File: src/rtl/uart_tx_param.sv
// uart_tx_param
//   Buffered UART transmitter. Characters written on wr_en are queued in a
//   FIFO and sent LSB first as: start bit, DATA_W data bits, optional parity
//   bit, one or two stop bits. Bit timing is taken from the external baud
//   enable (one clk high per bit period); frames run back-to-back while the
//   FIFO holds data.
//
//   Ports
//     clk, rst_n       system clock, synchronous active-low reset
//     baud             bit-period enable tick
//     wr_en, wr_data   push a character into the TX FIFO
//     parity_en        insert a parity bit after the data bits
//     parity_odd       odd (1) or even (0) parity
//     two_stop         two stop bits (1) or one (0)
//     txd              serial output, idle high
//     tbr              FIFO not full
//     busy             frame in progress
//     fifo_count       FIFO occupancy, 0..FIFO_DEPTH
//     overflow         one-clk pulse when a write hits a full FIFO
module uart_tx_param #(
   parameter int unsigned DATA_W     = 8,
   parameter int unsigned FIFO_DEPTH = 8,
   parameter int unsigned CNT_W      = $clog2(FIFO_DEPTH) + 1
) (
   input  logic              clk,
   input  logic              rst_n,
   input  logic              baud,
   input  logic              wr_en,
   input  logic [DATA_W-1:0] wr_data,
   input  logic              parity_en,
   input  logic              parity_odd,
   input  logic              two_stop,
   output logic              txd,
   output logic              tbr,
   output logic              busy,
   output logic [CNT_W-1:0]  fifo_count,
   output logic              overflow
);

   localparam int unsigned PTR_W = $clog2(FIFO_DEPTH);
   localparam int unsigned BC_W  = $clog2(DATA_W + 1);

   typedef enum logic [2:0] {IDLE, START, DATA, PARITY, STOP} state_t;

   state_t            state;
   logic [DATA_W-1:0] mem [FIFO_DEPTH];
   logic [PTR_W-1:0]  wr_ptr;
   logic [PTR_W-1:0]  rd_ptr;
   logic [DATA_W-1:0] shift;
   logic [BC_W-1:0]   bit_cnt;
   logic              par_en_l;
   logic              par_bit_l;
   logic              two_stop_l;
   logic              stop_cnt;

   logic              full;
   logic              empty;
   logic              push;
   logic              pop;
   logic              last_stop;
   logic [DATA_W-1:0] head;
   logic [CNT_W-1:0]  count_nxt;

   always_comb begin
      full      = (fifo_count == CNT_W'(FIFO_DEPTH));
      empty     = (fifo_count == '0);
      // Full check uses the current count, so a same-cycle pop never frees a slot.
      push      = wr_en && !full;
      last_stop = (state == STOP) && (!two_stop_l || stop_cnt);
      // A frame starts either from IDLE or directly off the final stop period.
      pop       = baud && !empty && ((state == IDLE) || last_stop);
      head      = mem[rd_ptr];
      count_nxt = fifo_count;
      if (push && !pop) begin
         count_nxt = fifo_count + CNT_W'(1);
      end else if (pop && !push) begin
         count_nxt = fifo_count - CNT_W'(1);
      end
   end

   always_ff @(posedge clk) begin
      if (push) begin
         mem[wr_ptr] <= wr_data;
      end
   end

   always_ff @(posedge clk) begin
      if (!rst_n) begin
         wr_ptr     <= '0;
         rd_ptr     <= '0;
         fifo_count <= '0;
         overflow   <= 1'b0;
         tbr        <= 1'b1;
         state      <= IDLE;
         txd        <= 1'b1;
         busy       <= 1'b0;
         shift      <= '0;
         bit_cnt    <= '0;
         par_en_l   <= 1'b0;
         par_bit_l  <= 1'b0;
         two_stop_l <= 1'b0;
         stop_cnt   <= 1'b0;
      end else begin
         overflow   <= wr_en && full;
         fifo_count <= count_nxt;
         tbr        <= (count_nxt != CNT_W'(FIFO_DEPTH));
         if (push) begin
            wr_ptr <= wr_ptr + PTR_W'(1);
         end
         if (pop) begin
            // Frame start shared by IDLE and the back-to-back STOP exit.
            rd_ptr     <= rd_ptr + PTR_W'(1);
            shift      <= head;
            par_en_l   <= parity_en;
            par_bit_l  <= (^head) ^ parity_odd;
            two_stop_l <= two_stop;
            txd        <= 1'b0;
            busy       <= 1'b1;
            state      <= START;
         end else if (baud) begin
            case (state)
               IDLE: begin
                  txd <= 1'b1;
               end
               START: begin
                  txd     <= shift[0];
                  shift   <= shift >> 1;
                  bit_cnt <= BC_W'(1);
                  state   <= DATA;
               end
               DATA: begin
                  if (bit_cnt < BC_W'(DATA_W)) begin
                     txd     <= shift[0];
                     shift   <= shift >> 1;
                     bit_cnt <= bit_cnt + BC_W'(1);
                  end else if (par_en_l) begin
                     txd   <= par_bit_l;
                     state <= PARITY;
                  end else begin
                     txd      <= 1'b1;
                     stop_cnt <= 1'b0;
                     state    <= STOP;
                  end
               end
               PARITY: begin
                  txd      <= 1'b1;
                  stop_cnt <= 1'b0;
                  state    <= STOP;
               end
               STOP: begin
                  txd <= 1'b1;
                  if (last_stop) begin
                     busy  <= 1'b0;
                     state <= IDLE;
                  end else begin
                     stop_cnt <= 1'b1;
                  end
               end
               default: begin
                  txd   <= 1'b1;
                  busy  <= 1'b0;
                  state <= IDLE;
               end
            endcase
         end
      end
   end

endmodule

File: config.mk
export PLATFORM = sky130hd
export DESIGN_NAME = uart_tx_param
export DESIGN_NICKNAME = d
export VERILOG_FILES = /design/src/rtl/uart_tx_param.sv
export SDC_FILE = /design/constraint.sdc
export NUM_CORES = 1
export LEC_CHECK = 0
export ABC_CLOCK_PERIOD_IN_PS = 6600
export CAP_MARGIN = 40
export CORE_ASPECT_RATIO = 0.75
export CORE_MARGIN = 2
export CORE_UTILIZATION = 25
export DETAILED_ROUTE_END_ITERATION = 10
export GPL_TIMING_DRIVEN = 0
export PLACE_DENSITY = 0.43
export REMOVE_ABC_BUFFERS = 1
export SLEW_MARGIN = 0
export SYNTH_ARGS = -nofsm -noshare
export SYNTH_HDL_FRONTEND = slang
export SYNTH_SLANG_ARGS = --single-unit
File: constraint.sdc
create_clock -name clk -period 6.6 [get_ports clk]
set_input_delay 1.98 -clock clk [delete_from_list [all_inputs] [get_ports clk]]
set_output_delay 1.98 -clock clk [all_outputs]
set_load 0.01 [all_outputs]
Yosys cells after proc, flatten, opt, wreduce, memory -nomap -nowiden
Memories as Yosys holds them, arrays and structs flattened. A register that Yosys moved wholly into a read port is not among the register bits.
Index checks and enable logic that the tools add are counted.
- input port bits: 15
- output and inout bits: 8
- memories: 1
- memory bits (writable): 64
- register bits: 33
- memories (memory ; depth ; bits a word ; rd ports ; clocked after Yosys merged registers in ; write ports ; line ; text):
    mem ; 8 ; 8 ; 1 ; 1 ; 1 ; 46 ; logic [DATA_W-1:0] mem [FIFO_DEPTH];
- reduce and logical (&&, ||, !) cells: 29
- bitwise operators: 4
- add/sub/neg operators: 5
- order comparisons: 1
- eq/ne operators: 16
- muxes and demuxes: 31
- operators with widths (cell ; number):
    8-bit 2-to-1 mux ; 3
    8-bit case mux with 2 select lines ; 1
    3-bit 2-to-1 mux ; 5
    3-bit case mux with 5 select lines ; 1
    1-bit 2-to-1 mux ; 14
    4-bit 2-to-1 mux ; 3
    2-bit inequality test (second input constant) ; 6
    4-bit AND reduction ; 3
    3-bit inequality test (second input constant) ; 3
    4-bit by 1-bit adder with 4-bit output (second input constant) ; 2
    4-bit case mux with 2 select lines ; 1
    8-bit XOR reduction ; 1
    1-bit logical AND ; 7
    3-bit by 1-bit adder with 3-bit output (second input constant) ; 2
    3-bit by 2-bit == test with 1-bit output (second input constant) ; 2
    3-bit AND reduction ; 2
    6-bit AND reduction ; 1
    3-bit nonzero test ; 2
    1-bit logical NOT ; 5
    4-bit == test (second input constant) ; 1
    4-bit logical NOT ; 1
    4-bit less-than comparator (second input constant) ; 1
    4-bit inequality test (second input constant) ; 1
    1-bit case mux with 2 select lines ; 2
    12 further kinds ; 16

Longest topological paths before layout
- depth after elaboration: 9
- mapped depth: 9

Least setup slack after synthesis
Ideal clock, no wire load.
- kind: input -> register
- from: input port wr_en
- to: memory mem[2][0] (enable)
- setup slack: 3.166 ns
- arrival: 3.051 ns
- stages on the path: 4
- buffers on the path: 1
- cell sequence: and2_0 > clkbuf_1 > nand2_1 > nor3_1
- longest elaborated chain between the ends: 3
- RTL lines (element ; line ; text):
    start: declaration ; 28 ; input logic wr_en,
    1-bit logical AND ; 68 ; push = wr_en && !full;
    1-bit 2-to-1 mux ; 82 ; if (push) begin
    1-bit 2-to-1 mux (implied by the code) ; 83 ; mem[wr_ptr] <= wr_data;
    end: declaration ; 46 ;
No other way between the ends.

Worst setup path after layout
- from: input port baud
- to: register tbr
- longest elaborated chain between the ends: 6
- elaborated cells between the ends (all ways): 8
- classes of those cells: eq/ne: 1; mux: 2; reduce/logical: 5
- RTL lines (element ; line ; text):
    start: declaration ; 27 ; input logic baud,
    1-bit logical AND (*) (2 in series) ; 71 ; pop = baud && !empty && ((state == IDLE) || last_stop);
    1-bit logical AND / 1-bit logical NOT (equally long branches) ; 76, 74 ;
    4-bit 2-to-1 mux / 1-bit logical AND (equally long branches) ; 76, 74 ;
    4-bit 2-to-1 mux (*) ; 74 ; if (push && !pop) begin
    4-bit inequality test (*) ; 106 ; tbr <= (count_nxt != CNT_W'(FIFO_DEPTH));
    end signal: assignment ; 106 ;
    end: declaration ; 34 ; output logic tbr,
Every way passes the cells marked *; elsewhere a longest branch is shown, timed or not.
A chain may end at the register's enable or synchronous reset.

==> out/results.ini <==
[outcome]
status=finished clean

[critical_path]
cp-endpoint=tbr$_SDFF_PN1_
crit_chain=clkdlybuf4s50_1 > nand4_1 > and3_1 > a31oi_1 > xnor2_1 > or3b_1
cp.depth=6
critPathCaptureType=flop
reg2reg_slack_ps=3680
crit_fanout=16
crit_slowest_cell=clkdlybuf4s50_1
worstRegToRegCells=6
cpLargestDelayFamily=simple AND/OR/NAND/NOR gates
arrival_ps=4460
start_kind=primary input
worstReg2RegEnd=par_bit_l$_SDFFE_PN0N_
critPathKind=in -> reg
worstSetupStartpoint=baud
critPathMaxStageDelay_ps=700
critPathBufInv=1
crit_required_ps=6830

[synth]
syn_area_um2=4180
yosys_warnings=0
dominantRegCellSynth=edfxtp_1
syn_area_per_cell_um2=14.2
yosysUniqueCellTypes=49
async_flop_share=0
synth_edf_count=64
syn_inst=294
synth.yosys.seq_area_share=0.633
ys_ff_latch=100

[power]
total_power_w=0.00180
ir_drop_uv=170
leakagePower_nw=1.63
powerDensity_nw_per_um2=365

[layout]
postLayoutCoreUtil=0.305
num-fill-cells=1617
design_area_um2=4940
diodes=0
final_common_cell=edfxtp_1
instances_no_fill=537
drive_above_1_share=0.128
layout.nets=342
final_cell_mix=64 x edfxtp_1, 36 x dfxtp_1, 29 x nand2_1, 29 x nor2_1, 22 x clkdlybuf4s50_1
syn_to_final_growth_pct=18.2

[min_path]
holdPathStages=2
hp-class=reg -> reg

[timing]
fmax_mhz=237
hold_viol_final=0
fin_crit_ps=4230
finalCritPeriodShare=0.641
tightest_slew_ps=830
drv_slew=0
fin_tns_setup_ps=0
setup_viol_count_final=0
slew-limit-headroom=0.446
clock_skew_ps=12.8
rsz0062_at_grt=false

[detailed_routing]
via_count=2481
wl_met2_um=3750
wl_met1_um=4210
wl_per_cell_um=15.8
wl_met3_um=405
drc=0
top_layer=met4
firstDrtPassIters=5
drt_iter0_drc=149
finalWirelength_um=8470
drt.antenna.violating_nets=0
vias_per_cell=4.62

[clocking]
root_buffer=clkbuf_16
numClockSinks=100
cts_tree=built
cts.repair.resized=0
path_clk_slew_ps=70
cts_buffer_depth=2
cts_setup_buffers=0
cts_hold_buf=0
clk_latency_ps=350
numCtsBuffers=9
h-tree-depth=3

[floorplanning]
die_h_um=116
core-area_um2=16200
ios=23
rows=40
die-area_um2=17800
start_util=0.258
die_w_um=153

[grt]
overflow=0
antenna_found_initial=0
grt_pass1_wl_um=13600
grt.total_usage=0.101
grt_max_degree=25
grt_pass1_vias=2454

[placement]
placed_area_um2=4660
post-dp-hpwl_um=5800
placed_cells=520
gp_congestion=0.770
numPortBuffers=22

[flow_run]
cap_viol_max_count=0

-- worst reg2reg max path, stage by stage (launching register included) --
cell and delay (ps):
dfxtp_1 830, mux4_1 650, mux2i_1 320, xnor3_1 470, xnor3_1 370, nand2_1 60, a21oi_2 150
-- kinds of logic after synthesis --
family	share of synthesized area
AOI/OAI and AO/OA	0.0680
xor gates and xnor gates	0.0362
adders and majority gates	0.0150
buffers and inverters	0.0255
DFF	0.633
muxes	0.120
and+or+nand+nor	0.102
-- per-layer routing --
metal  track usage  up-vias
li1              -     1182
met1         0.137     1232
met2         0.156       58
met3        0.0288        9
met4        0.0389        0
met5             0        -
-- per-stage QoR --
stage	worst slack, ps	hold WS [ps]
2_1_floorplan	3200	436
5_1_grt	2190	477
6_report	2370	457
3_5_place_dp	2000	450
3_3_place_gp	1660	451
4_1_cts	2370	460
-- cell usage after synthesis (3+ instances only) --
cell	n	area [um2]
nand2_1	29	109
mux2i_1	5	50.1
ha_1	5	62.6
xnor2_1	4	35.0
mux2_2	4	45.0
a21oi_1	15	75.1
edfxtp_1	64	1920
mux4_2	7	158
dfxtp_1	36	721
inv_1	5	18.8
nor2_1	29	109
mux4_1	9	236
xnor3_1	4	90.1
nand2b_1	5	31.3
nor3_1	8	40.0
a22oi_1	4	30.0
nor4_1	3	18.8
xor2_1	3	26.3
o21ai_0	7	35.0
clkbuf_1	5	18.8
a221oi_1	3	26.3
or3b_1	3	26.3
-- layout make-up --
| cell class | count | area, um2 | share of cell area |
|---|---|---|---|
| Clock buffer | 10 | 229 | 0.0464 |
| Clock inverter | 6 | 46.3 | 0.00937 |
| Inverter | 5 | 18.8 | 0.00380 |
| Multi-Input combinational cell | 176 | 1460 | 0.295 |
| Sequential cell | 100 | 2640 | 0.535 |
| Tap cell | 210 | 263 | 0.0532 |
| Timing Repair Buffer | 30 | 284 | 0.0575 |
-- worst min path at each step --
stage / startpoint / to / slack, ps
floorplan: shift[3]$_SDFFE_PN0P_ / shift[3]$_SDFFE_PN0P_ / 440
global placement: shift[6]$_SDFFE_PN0P_ / shift[6]$_SDFFE_PN0P_ / 450
detailed placement: shift[6]$_SDFFE_PN0P_ / shift[6]$_SDFFE_PN0P_ / 450
CTS: shift[6]$_SDFFE_PN0P_ / shift[6]$_SDFFE_PN0P_ / 460
global route: shift[6]$_SDFFE_PN0P_ / shift[6]$_SDFFE_PN0P_ / 480
finish: shift[3]$_SDFFE_PN0P_ / shift[3]$_SDFFE_PN0P_ / 460
-- state kept, by name (all words and copies together) (netlist names), 3 cells and up, named ones only --
| signal | cells |
|---|---|
| fifo_count | 4 |
| state | 3 |
| mem | 64 |
| shift | 8 |
| rd_ptr | 3 |
| wr_ptr | 3 |
| bit_cnt | 4 |
-- where the power goes --
group / total, W / leakage (nW) / switching, W / internal [W]
Clock: 0.000490 / 0.131 / 0.000231 / 0.000259
Sequential: 0.000821 / 0.875 / 0.0000825 / 0.000739
Combinational: 0.000490 / 0.624 / 0.000223 / 0.000267
No activity file was read; power rests on OpenSTA's default activity.
